<file path="src/rtl/instr_encoder_if.sv">
// Handshake bundle for the instruction encoder: field-tuple input channel,
// packed-word output channel and FIFO occupancy.
interface instr_encoder_if #(
    parameter int PTR_W = 2
);
    logic             in_valid;
    logic             in_ready;
    logic [2:0]       in_fmt;
    logic [6:0]       in_opcode;
    logic [2:0]       in_funct3;
    logic [6:0]       in_funct7;
    logic [4:0]       in_rd;
    logic [4:0]       in_rs1;
    logic [4:0]       in_rs2;
    logic [31:0]      in_imm;
    logic             out_valid;
    logic             out_ready;
    logic [31:0]      out_instr;
    logic             out_err;
    logic [PTR_W:0]   count;

    modport slave (
        input  in_valid, in_fmt, in_opcode, in_funct3, in_funct7,
               in_rd, in_rs1, in_rs2, in_imm, out_ready,
        output in_ready, out_valid, out_instr, out_err, count
    );

    modport master (
        output in_valid, in_fmt, in_opcode, in_funct3, in_funct7,
               in_rd, in_rs1, in_rs2, in_imm, out_ready,
        input  in_ready, out_valid, out_instr, out_err, count
    );
endinterface

</file>
<file path="src/rtl/instr_encoder.sv">
// Packs RV32I field tuples into 32-bit instruction words and queues them in a
// small FIFO whose head is held in dedicated output registers.
module instr_encoder #(
    parameter int DEPTH = 4,
    parameter int PTR_W = 2
) (
    input  logic           clk,
    input  logic           rst,
    instr_encoder_if.slave bus
);
    localparam logic [PTR_W:0] FULL_CNT = (PTR_W+1)'(DEPTH);

    localparam logic [2:0] FMT_R = 3'd0;
    localparam logic [2:0] FMT_I = 3'd1;
    localparam logic [2:0] FMT_S = 3'd2;
    localparam logic [2:0] FMT_B = 3'd3;
    localparam logic [2:0] FMT_U = 3'd4;
    localparam logic [2:0] FMT_J = 3'd5;

    // Returns {err, word}; B/J keep packing with imm[0] dropped when flagged.
    function automatic logic [32:0] pack_instr(
        input logic [2:0]  fmt,
        input logic [6:0]  op,
        input logic [2:0]  f3,
        input logic [6:0]  f7,
        input logic [4:0]  rd,
        input logic [4:0]  rs1,
        input logic [4:0]  rs2,
        input logic [31:0] imm
    );
        logic [31:0] w;
        logic        e;
        w = '0;
        e = 1'b0;
        case (fmt)
            FMT_R: w = {f7, rs2, rs1, f3, rd, op};
            FMT_I: w = {imm[11:0], rs1, f3, rd, op};
            FMT_S: w = {imm[11:5], rs2, rs1, f3, imm[4:0], op};
            FMT_B: begin
                w = {imm[12], imm[10:5], rs2, rs1, f3, imm[4:1], imm[11], op};
                e = imm[0];
            end
            FMT_U: w = {imm[31:12], rd, op};
            FMT_J: begin
                w = {imm[20], imm[10:1], imm[11], imm[19:12], rd, op};
                e = imm[0];
            end
            default: begin
                w = '0;
                e = 1'b1;
            end
        endcase
        return {e, w};
    endfunction

    logic [32:0]    mem_q [DEPTH];
    logic [32:0]    mem_d [DEPTH];
    logic [PTR_W-1:0] wr_ptr_q, wr_ptr_d;
    logic [PTR_W-1:0] rd_ptr_q, rd_ptr_d;
    logic [PTR_W:0]   count_q, count_d;
    logic [31:0]      out_instr_q, out_instr_d;
    logic             out_err_q, out_err_d;

    logic        in_ready;
    logic        out_valid;
    logic        push;
    logic        pop;
    logic [32:0] new_entry;
    logic [32:0] head_entry;

    always_comb begin
        in_ready  = (count_q != FULL_CNT);
        out_valid = (count_q != '0);
        push      = bus.in_valid && in_ready;
        pop       = out_valid && bus.out_ready;
        new_entry = pack_instr(bus.in_fmt, bus.in_opcode, bus.in_funct3, bus.in_funct7,
                               bus.in_rd, bus.in_rs1, bus.in_rs2, bus.in_imm);

        mem_d    = mem_q;
        wr_ptr_d = wr_ptr_q;
        rd_ptr_d = rd_ptr_q;
        count_d  = count_q;

        if (push) begin
            mem_d[wr_ptr_q] = new_entry;
            wr_ptr_d        = wr_ptr_q + PTR_W'(1);
        end
        if (pop) begin
            rd_ptr_d = rd_ptr_q + PTR_W'(1);
        end
        case ({push, pop})
            2'b10:   count_d = count_q + (PTR_W+1)'(1);
            2'b01:   count_d = count_q - (PTR_W+1)'(1);
            default: count_d = count_q;
        endcase

        // Next head: an entry landing exactly at the new read slot is taken
        // straight from the packer, since the array write is not visible yet.
        head_entry = mem_q[rd_ptr_d];
        if (push && (wr_ptr_q == rd_ptr_d)) begin
            head_entry = new_entry;
        end
        out_instr_d = out_instr_q;
        out_err_d   = out_err_q;
        if (count_d != '0) begin
            out_instr_d = head_entry[31:0];
            out_err_d   = head_entry[32];
        end
    end

    always_ff @(posedge clk) begin
        if (rst) begin
            wr_ptr_q    <= '0;
            rd_ptr_q    <= '0;
            count_q     <= '0;
            out_instr_q <= '0;
            out_err_q   <= 1'b0;
        end else begin
            wr_ptr_q    <= wr_ptr_d;
            rd_ptr_q    <= rd_ptr_d;
            count_q     <= count_d;
            out_instr_q <= out_instr_d;
            out_err_q   <= out_err_d;
        end
    end

    // Storage array is unreset; stale slots are never exposed past the pointers.
    always_ff @(posedge clk) begin
        mem_q <= mem_d;
    end

    assign bus.in_ready  = in_ready;
    assign bus.out_valid = out_valid;
    assign bus.out_instr = out_instr_q;
    assign bus.out_err   = out_err_q;
    assign bus.count     = count_q;
endmodule

</file>
<file path="src/flat_wrapper.sv">
// flat-port wrapper written by rule: the top's interface ports become plain ports
module instr_encoder_flat 
#(
    parameter int DEPTH = 4,
    parameter int PTR_W = 2
)
  (clk, rst, bus_in_valid, bus_in_fmt, bus_in_opcode, bus_in_funct3, bus_in_funct7, bus_in_rd, bus_in_rs1, bus_in_rs2, bus_in_imm, bus_out_ready, bus_in_ready, bus_out_valid, bus_out_instr, bus_out_err, bus_count);
  instr_encoder_if #(.PTR_W(PTR_W)) bus_i ();
  input  logic clk;
  input  logic rst;
  input wire logic [$bits(bus_i.in_valid)-1:0] bus_in_valid;
  input wire logic [$bits(bus_i.in_fmt)-1:0] bus_in_fmt;
  input wire logic [$bits(bus_i.in_opcode)-1:0] bus_in_opcode;
  input wire logic [$bits(bus_i.in_funct3)-1:0] bus_in_funct3;
  input wire logic [$bits(bus_i.in_funct7)-1:0] bus_in_funct7;
  input wire logic [$bits(bus_i.in_rd)-1:0] bus_in_rd;
  input wire logic [$bits(bus_i.in_rs1)-1:0] bus_in_rs1;
  input wire logic [$bits(bus_i.in_rs2)-1:0] bus_in_rs2;
  input wire logic [$bits(bus_i.in_imm)-1:0] bus_in_imm;
  input wire logic [$bits(bus_i.out_ready)-1:0] bus_out_ready;
  output wire logic [$bits(bus_i.in_ready)-1:0] bus_in_ready;
  output wire logic [$bits(bus_i.out_valid)-1:0] bus_out_valid;
  output wire logic [$bits(bus_i.out_instr)-1:0] bus_out_instr;
  output wire logic [$bits(bus_i.out_err)-1:0] bus_out_err;
  output wire logic [$bits(bus_i.count)-1:0] bus_count;
  assign bus_i.in_valid = bus_in_valid;
  assign bus_i.in_fmt = bus_in_fmt;
  assign bus_i.in_opcode = bus_in_opcode;
  assign bus_i.in_funct3 = bus_in_funct3;
  assign bus_i.in_funct7 = bus_in_funct7;
  assign bus_i.in_rd = bus_in_rd;
  assign bus_i.in_rs1 = bus_in_rs1;
  assign bus_i.in_rs2 = bus_in_rs2;
  assign bus_i.in_imm = bus_in_imm;
  assign bus_i.out_ready = bus_out_ready;
  assign bus_in_ready = bus_i.in_ready;
  assign bus_out_valid = bus_i.out_valid;
  assign bus_out_instr = bus_i.out_instr;
  assign bus_out_err = bus_i.out_err;
  assign bus_count = bus_i.count;
  instr_encoder #(.DEPTH(DEPTH), .PTR_W(PTR_W)) u_core (.clk(clk), .rst(rst), .bus(bus_i));
endmodule
</file>
<file path="config.mk">
export PLATFORM = sky130hd
export DESIGN_NAME = instr_encoder_flat
export DESIGN_NICKNAME = d
export VERILOG_FILES = /design/src/rtl/instr_encoder_if.sv /design/src/rtl/instr_encoder.sv /design/src/flat_wrapper.sv
export SDC_FILE = /design/constraint.sdc
export NUM_CORES = 1
export LEC_CHECK = 0
export BUFFER_PORTS_ARGS = -buffer_cell sky130_fd_sc_hd__clkbuf_2
export CAP_MARGIN = 40
export CORE_MARGIN = 10
export CORE_UTILIZATION = 50
export DETAILED_ROUTE_END_ITERATION = 16
export GPL_ROUTABILITY_DRIVEN = 0
export PLACE_DENSITY = 0.75
export SETUP_SLACK_MARGIN = 0.1
export SLEW_MARGIN = 20
export SYNTH_ARGS = -nofsm -noshare
export SYNTH_HDL_FRONTEND = slang
export SYNTH_SLANG_ARGS = --single-unit
</file>
<file path="constraint.sdc">
create_clock -name clk -period 4.74 [get_ports clk]
set_input_delay 0 -clock clk [delete_from_list [all_inputs] [get_ports clk]]
set_output_delay 0 -clock clk [all_outputs]
set_load 0.005 [all_outputs]
</file>
# Yosys cells after proc, flatten, opt, wreduce, memory -nomap -nowiden
# Cells that the tools add are included.
[totals]
word_cells = 47
in_bits = 71
ff_bits = 172
out_inout_bits = 38
[op_classes]
muxes = 11
n_eq_ne = 9
reduce_logical = 9
n_lt_le_gt_ge = 3
bitwise = 2
addsub = 4
[op_table]
columns = ["cell", "count"]
rows = [
  ["$pmux 32 s6", 1],
  ["$bwmux 132", 1],
  ["$mux 33", 4],
  ["$bmux 33 s2", 1],
  ["$demux 33 s2", 1],
  ["$eq 3x2->1 const B", 2],
  ["$eq 3x3->1 const B", 2],
  ["$ge 3x3->1 const B", 2],
  ["$not 2->3", 2],
  ["$pmux 3 s2", 1],
  ["$reduce_bool 3->1", 2],
  ["$add 2x1->2 const B", 2],
  ["$logic_and 1x1->1", 4],
  ["$reduce_or 4->1", 1],
  ["$add 3x1->3 const B", 1],
  ["$eq 3x1->1 const B", 1],
  ["$logic_not 3->1", 1],
  ["$lt 3x1->1 const B", 1],
  ["$ne 3x3->1 const B", 1],
  ["$sub 3x1->3 const B", 1],
  ["$eq 2x1->1 const B", 1],
  ["$eq 2x2->1", 1],
  ["$eq 2x2->1 const B", 1],
  ["$mux 2", 1],
  ["other kinds (2)", 2],
]

# Longest topological paths before layout
# Gate-level depths: netlist of run 1.
[logic_depth]
depth_word = 8
depth_mapped = 15

# Worst setup path after synthesis of run 1
# Ideal clock, no wire load.
[synth_path]
path_type = "reg-to-reg"
start = "register u_core.count_q[0], in the netlist u_core.bus.count[0]"
end = "register u_core.out_instr_q[30], in the netlist u_core.bus.out_instr[30]"
arrival_time_ns = 3.272
synth_period_minus_slack_ns = 3.342
setup_slack_ns = 1.398
n_path_buf = 3
path_stages_with_launch = 16
cell_sequence = "dfxtp_1 -> inv_1 -> nand3_1 -> and2_0 -> inv_1 -> clkbuf_1 -> clkbuf_1 -> ha_1 -> inv_1 -> fa_1 -> nor2b_1 -> a22o_1 -> a21oi_1 -> clkbuf_1 -> o31ai_1 -> o2bb2ai_1"
[synth_via]
elab_cells_between_ends = 18
cone_classes = "add/sub (2); eq/ne (4); mux (6); bitwise (1); reduce/logical (5)"
[synth_rtl]
columns = ["element", "line", "text"]
rows = [
  ["start: declaration", "instr_encoder.sv:60", "logic [PTR_W:0] count_q, count_d;"],
  ["start signal: assignment", "instr_encoder.sv:121", "count_q <= count_d;"],
  ["$ne 3x3->1 *", "instr_encoder.sv:72", "in_ready = (count_q != FULL_CNT);"],
  ["via bus_in_ready", "flat_wrapper.sv:21", "output wire logic [$bits(bus_i.in_ready)-1:0] bus_in_ready;"],
  ["$logic_and 1x1->1 *", "instr_encoder.sv:74", "push = bus.in_valid && in_ready;"],
  ["$eq 2x1->1 / $eq 2x2->1 (equally long branches)", "instr_encoder.sv:91", "case ({push, pop})"],
  ["$pmux 3 s2", "instr_encoder.sv:91", ""],
  ["$reduce_bool 3->1", "instr_encoder.sv:105", "if (count_d != '0) begin"],
  ["end signal: assignment", "instr_encoder.sv:122", "out_instr_q <= out_instr_d;"],
  ["end: declaration", "instr_encoder.sv:61", "logic [31:0] out_instr_q, out_instr_d;"],
]
# The timed path passes the listed nets; every way through them passes the cells marked *. The select of a mux whose other input is x is not followed.
# A chain may end at the register's enable or synchronous reset.

# Worst setup path after layout of run 1
[layout_path]
start = "register u_core.count_q[0], in the netlist u_core.bus.count[0]"
end = "register u_core.out_instr_q[16], in the netlist u_core.bus.out_instr[16]"
[layout_via]
elab_chain_len = 8
elab_cells_between_ends = 18
cone_classes = "add/sub (2); eq/ne (4); mux (6); bitwise (1); reduce/logical (5)"
[layout_rtl]
columns = ["element", "line", "text"]
rows = [
  ["$reduce_bool 3->1", "instr_encoder.sv:73", "out_valid = (count_q != '0);"],
  ["$logic_and 1x1->1", "instr_encoder.sv:75", "pop = out_valid && bus.out_ready;"],
  ["$mux 2", "instr_encoder.sv:88", "if (pop) begin"],
  ["$not 2->3 (implied by the code)", "instr_encoder.sv:99", "head_entry = mem_q[rd_ptr_d];"],
  ["$bmux 33 s2", "instr_encoder.sv:99", ""],
  ["$mux 33 (implied by the code) (2 in series)", "instr_encoder.sv:99", ""],
  ["$mux 33", "instr_encoder.sv:100", "if (push && (wr_ptr_q == rd_ptr_d)) begin"],
]
# Several ways; a longest one is shown, not always the timed one. The select of a mux whose other input is x is not followed.

==> metrics, run 1 <==
Cells after Synth=between 700 and 800; Max rail drop VDD=about 0.42 mV; Clk pin slew, worst setup/hold paths=0.06 ns; failing checks=negative hold slack; Tcrit/Tclk final=between 70% and 80%; ys async rst share=0%; gr ovfl total=0; number of global-route vias before repair=7,015; Sink Count=roughly 170; leakage power=~3.6 nW; via count=between 6k and 7k; Detailed Routing Iterations Pass 1=5; pre-CTS setup slack=roughly 1.4 ns; hold worst-path end=u_core.mem_q[114]; number of port buffers=between 100 and 150; PwrDens=between 600 and 700 nW/µm²; total chip power=6.32 mW; CP endpoint kind=flip-flop; critical path launch point type=flip-flop; required time of the critical path=approximately 5.1 ns; syn avg cell area=between 10 and 15 µm²; Worst Tran Pin Value=~0.80 ns; H-tree depth=4; CTS tree=yes; final hold violation count=4; #FFs+latches synth=~170; GR Util All Layers=19.0%; r2r setup slk=about 1.3 ns; maximum clock insertion buffer count=2; Buf/Inv on CP=4; Setup WS post-layout=1.29 ns; final setup vio count=0; Placed Area=approximately 9500 µm²; root buf cell=clkbuf_16; Initial Utilization=around half; WL per Instance=roughly 22 µm; Crit-path slowest cell=a21oi_2; core area=around 17,000 µm²; Max Freq=slightly below 0.3 GHz; I/O pin count=109; DRC violations left=0; CP top delay family=compound AO/OA/AOI/OAI gates; ys flop type=edfxtp_1; worst path cell trace=inv_1, nand3_1, and2_1, inv_1, ha_1, inv_1, fa_1, nor2b_1, a22o_1, a21oi_2, buf_4, o31ai_1, o2bb2ai_1; arrival time at the worst endpoint=3.80 ns; WHS=-0.00342 ns; P&R area growth vs syn=17.3%; Ys Warns=0; final-stage net count=around 900; hold depth=2; Most common cell on crit path=inv_1; hold_sp=bus_in_rs1[0]; most frequent cells in the layout=edfxtp_1 (132), clkbuf_2 (108), a211oi_1 (101), mux2i_1 (70), nor2b_1 (68); Post-DRT Antenna Nets=0; count of cell types in the netlist=43; Pins Over Slew Limit=0; Syn Nets=813; EDFF count, synth=roughly 130; Post-Syn Area=about 8800 µm²; most common cell after layout, fill and taps aside=edfxtp_1; R2R Path End=u_core.bus.out_instr[16]; Setup Crit Path Kind=reg2reg; setup TNS=0 ns; DIE AREA=23,300 µm²; Setup Fix Bufs, Post-CTS=0; CP max stage delay=just over 0.6 ns; Worst-Skew Late Latency=between 0.4 and 0.5 ns; largest net degree at the start of global routing=77; register area share after synthesis=54.3%; class of the worst hold path=in2reg; clock skew=~0.0060 ns; Worst R2R Start=u_core.bus.count[0]; total CTS buffers=17; Die Width=153 µm; Final Cell Area=10,300 µm²; initial drt markers=~670; fin crit period=about 3.5 ns; Die Y=~150 µm; R2R depth=13; slew margin rel.=between 40% and 50%; hpwl dp=between 10,000 and 15,000 µm; initial antenna violation count=0; CTS Hold Buffers Added=20; Diodes inserted=0; RSZ-0062 raised after global routing=false; Vias/cell=6.46; post_cts resized=0; CP Max Fanout=21; share of layout cells above drive strength 1=around a fifth; WL final=approximately 23,000 µm; status=complete, but fails checks; number of max-cap violations=0; first-pass GRT wire length=~36,000 µm; Site Rows=48
## metal layers
layer	vias to the layer above	GRT usage, %	part of all wire [%]
met1	3379	22.0	40
met5	-	0	0
met2	313	33.0	51
met3	56	4.04	6.5
met4	0	8.67	2.6
li1	3137	-	-
## flip-flops by register name (all words and copies together), names as in the netlist
signal                cells
u_core.wr_ptr_q           2
u_core.rd_ptr_q           2
u_core.bus.out_err        1
u_core.bus.out_instr     32
u_core.mem_q            132
u_core.bus.count          3
## metrics by stage
step	instances	utilization, %	hold slack (ns)
2_1_floorplan	736	-	0.250
3_3_place_gp	1011	54.6	0.316
3_5_place_dp	1013	54.8	0.332
4_1_cts	1065	59.8	0.00168
5_1_grt	1065	59.8	0.00971
6_report	1065	59.8	-0.00342
## where the power goes
part	leakage [nW]	switching (mW)	total [mW]	internal (mW)
registers	1.56	0.195	2.08	1.89
clock network	0.307	0.570	1.51	0.937
logic	1.74	1.61	2.73	1.12
total	3.60	2.38	6.32	3.94
## cell usage after synthesis, drive strengths merged, types with 16 or more instances
| cell type | count | area, µm² |
|---|---|---|
| mux2i | 70 | 701 |
| buf | 28 | 145 |
| a21oi | 41 | 205 |
| o2bb2ai | 20 | 175 |
| clkbuf | 45 | 169 |
| dfxtp | 40 | 801 |
| nor2b | 68 | 425 |
| a221oi | 21 | 184 |
| a211oi | 101 | 758 |
| edfxtp | 132 | 3960 |
| o31ai | 20 | 150 |
| a22oi | 16 | 120 |
## kinds of logic (layout without fill, tap and decap cells)
group | Yosys count | count (layout) | share of synthesized area, %
AO/OA/AOI/OAI | 275 | 275 | 23.7
flip-flops | 172 | 172 | 54.3
AND/OR/NAND/NOR | 124 | 124 | 8.28
buffers and inverters | 82 | 186 | 3.96
multiplexers | 72 | 72 | 8.24
adder cells (fa/ha/maj) | 6 | 6 | 0.941
XOR/XNOR | 5 | 5 | 0.584
## worst max path at each step
| stage | from | end | slack (ns) | cells after the start |
|---|---|---|---|---|
| after floorplan | u_core.bus.count[0] | u_core.bus.out_instr[30] | 1.40 | 15 |
| after global placement | u_core.bus.count[0] | u_core.bus.out_instr[30] | 1.50 | 13 |
| after detailed placement | u_core.bus.count[0] | u_core.bus.out_instr[7] | 1.36 | 13 |
| after CTS | u_core.bus.count[0] | u_core.bus.out_instr[16] | 1.30 | 13 |
| after global routing | u_core.bus.count[0] | u_core.bus.out_instr[30] | 1.01 | 13 |
| final | u_core.bus.count[0] | u_core.bus.out_instr[16] | 1.29 | 13 |
## final cells by class
type	count	area, µm²
fill	1312	6940
clock buffer	18	429
clock inverter	14	218
sequential	172	4770
tap	225	282
timing repair buffer	145	896
multi-input combinational	482	3670
inverter	9	33.8
## worst reg2reg max path, cell delays in order, from the launching register on
cell,delay [ns]
dfxtp_1,0.44
inv_1,0.12
nand3_1,0.18
and2_1,0.17
inv_1,0.07
ha_1,0.23
inv_1,0.07
fa_1,0.40
nor2b_1,0.16
a22o_1,0.22
a21oi_2,0.61
buf_4,0.42
o31ai_1,0.13
o2bb2ai_1,0.17
(Power assumes the default switching activity.)
==> run 2: changes to the inputs <==
==> constraint.sdc (replaced) <==
create_clock -name clk -period 3.43 [get_ports clk]
set_input_delay 0 -clock clk [delete_from_list [all_inputs] [get_ports clk]]
set_output_delay 0 -clock clk [all_outputs]
set_load 0.005 [all_outputs]
==> run 2 against run 1 <==
  * The flow still finishes with violations (negative hold slack)
  * Routed wire length shrank 2.7%
  * Utilization shrank 0.44 points
  * First-iteration DRC count shrank 12%
  * Sequential share of layout area grew 0.34 points
  * Final cell count shrank 0.28%
  * Die area is the same
  * Sequential cell count is the same
  * Worst hold slack lost 0.0030 ns
==> metrics, run 2 (same netlist as run 1, synthesis figures left out) <==
status=complete, but fails checks; failing checks=negative hold slack; max reg flops=132 (unchanged); WL per Instance=21.4 µm (-2.4%); final setup vio count=0 (unchanged); Initial Utilization=50.9% (unchanged); Diodes inserted=0 (unchanged); Largest Register=u_core.mem_q; Worst Tran Pin Value=0.838 ns (+0.0419 ns); fin crit period=2.98 ns (-0.474 ns); Worst-Skew Late Latency=0.44 ns (+0.02 ns); Clk pin slew, worst setup/hold paths=0.06 ns (about the same); number of max-cap violations=0 (unchanged); number of global-route vias before repair=6,811 (-2.9%); class of the worst hold path=in2reg; first-pass GRT wire length=35,600 µm (-1.6%); DRC violations left=0 (unchanged); Crit-path slowest cell=buf_4; hold_sp=bus_in_imm[13]; setup TNS=0 ns (unchanged); CP top delay family=buffers and inverters; hold depth=2 (unchanged); Die Y=153 µm (unchanged); total CTS buffers=17 (unchanged); fill cell count=1,317 (+0.38%); core area=17,200 µm² (unchanged); share of layout cells above drive strength 1=19.7% (-0.17 points); area occupied by multi-input gates=3690 µm² (+0.37%); Most common cell on crit path=inv_1; P&R area growth vs syn=16.5%; clock skew=0.0101 ns (+0.00415 ns); register area=4770 µm² (unchanged); R2R depth=13 (unchanged); largest net degree at the start of global routing=140 (+82%); PwrDens=818 nW/µm² (+33%); required time of the critical path=3.78 ns (-1.31 ns); initial antenna violation count=0 (unchanged); maximum clock insertion buffer count=2 (unchanged); Sink Count=172 (unchanged); Max rail drop VDD=0.650 mV (+55%); Vias/cell=6.31 (-2.4%); hpwl dp=14,700 µm (+2.3%); H-tree depth=4 (unchanged); R2R Path End=u_core.bus.out_instr[14]; arrival time at the worst endpoint=3.33 ns (-0.47 ns); CP Max Fanout=33 (+57%); Tcrit/Tclk final=86.9% (+14 points); hold worst-path end=u_core.mem_q[79]; root buf cell=clkbuf_16; CP endpoint kind=flip-flop; CTS tree=yes; number of port buffers=108 (unchanged); worst path cell trace=inv_1, nand3_1, and2_1, inv_1, ha_1, inv_1, fa_1, xor2_1, mux2i_1, nand2_1, nor2_2, buf_4, o2bb2ai_1; Worst R2R Start=u_core.bus.count[0]; initial drt markers=586 (-12%); r2r setup slk=0.45 ns (-0.84 ns); slew margin rel.=44.2% (-2.8 points); WL final=22,700 µm (-2.7%); final-stage net count=902 (-0.22%); Detailed Routing Iterations Pass 1=5 (unchanged); via count=6,704 (-2.6%); Max Freq=0.336 GHz (+16%); final hold violation count=4 (unchanged); leakage power=3.55 nW (-1.4%); Pins Over Slew Limit=0 (unchanged); DIE AREA=23,300 µm² (unchanged); most common cell after layout, fill and taps aside=edfxtp_1; post_cts resized=0 (unchanged); gr ovfl total=0 (unchanged); Setup Crit Path Kind=reg2reg; WHS=-0.00637 ns (-0.00295 ns); CP max stage delay=0.39 ns (-0.22 ns); most frequent cells in the layout=edfxtp_1 (132), clkbuf_2 (108), a211oi_1 (101), mux2i_1 (70), nor2b_1 (68); Die Width=153 µm (unchanged); Buf/Inv on CP=4 (unchanged); Post-DRT Antenna Nets=0 (unchanged); Site Rows=48 (unchanged); critical path launch point type=flip-flop; GR Util All Layers=18.8% (-0.24 points); I/O pin count=109 (unchanged); RSZ-0062 raised after global routing=false
[run 2: layer usage]
layer,share of wire (%),up-vias,track usage [%],wire [µm]
li1,-,3133,-,-
met1,43,3306,23.2,9640
met2,50,224,31.6,11300
met5,0,-,0,0
met3,5.9,41,3.90,1340
met4,1.9,0,7.18,441
[run 2: what timing repair did]
item,4_1_cts,5_1_grt
endpoints found under the hold margin,63,0
hold buffers,19,0
buffers inserted,0,0
[run 2: worst max path at each step]
| stage | from | endpoint | slack, ns | cells past startpoint |
|---|---|---|---|---|
| 4_1_cts | u_core.bus.count[0] | u_core.bus.out_instr[14] | 0.47 | 13 |
| 2_1_floorplan | u_core.bus.count[0] | u_core.bus.out_instr[30] | 0.1 | 15 |
| 3_3_place_gp | u_core.bus.count[0] | u_core.bus.out_instr[24] | 0.68 | 13 |
| 6_report | u_core.bus.count[0] | u_core.bus.out_instr[14] | 0.45 | 13 |
| 5_1_grt | u_core.bus.count[2] | u_core.bus.out_instr[14] | 0.18 | 12 |
| 3_5_place_dp | u_core.bus.count[0] | u_core.bus.out_instr[14] | 0.50 | 13 |
[run 2: layout make-up]
| type | count | area share, % |
|---|---|---|
| flip-flops and latches | 172 | 46.6 |
| multi-input cells | 482 | 36.1 |
| repair buffers | 143 | 8.93 |
| clock buffers | 24 | 4.61 |
| well taps | 225 | 2.75 |
| clock inverters | 7 | 0.673 |
| inverters | 9 | 0.330 |
[run 2: per-stage QoR]
| step | cell area, µm² | total power, mW | util (%) | setup WS (ns) | cells |
|---|---|---|---|---|---|
| after floorplan | 8780 | 5.61 | - | 0.0963 | 736 |
| after global placement | 9420 | 6.36 | 54.6 | 0.678 | 1008 |
| after detailed placement | 9500 | 6.59 | 55.1 | 0.500 | 1012 |
| after CTS | 10200 | 8.37 | 59.3 | 0.465 | 1062 |
| after global routing | 10200 | 8.86 | 59.3 | 0.182 | 1062 |
| final | 10200 | 8.37 | 59.3 | 0.451 | 1062 |
[run 2: report_power, final]
group | internal (mW) | switching, mW | leakage [nW]
clock network | 1.03 | 0.744 | 0.260
registers | 2.61 | 0.209 | 1.56
logic | 1.53 | 2.25 | 1.73
total | 5.17 | 3.20 | 3.55
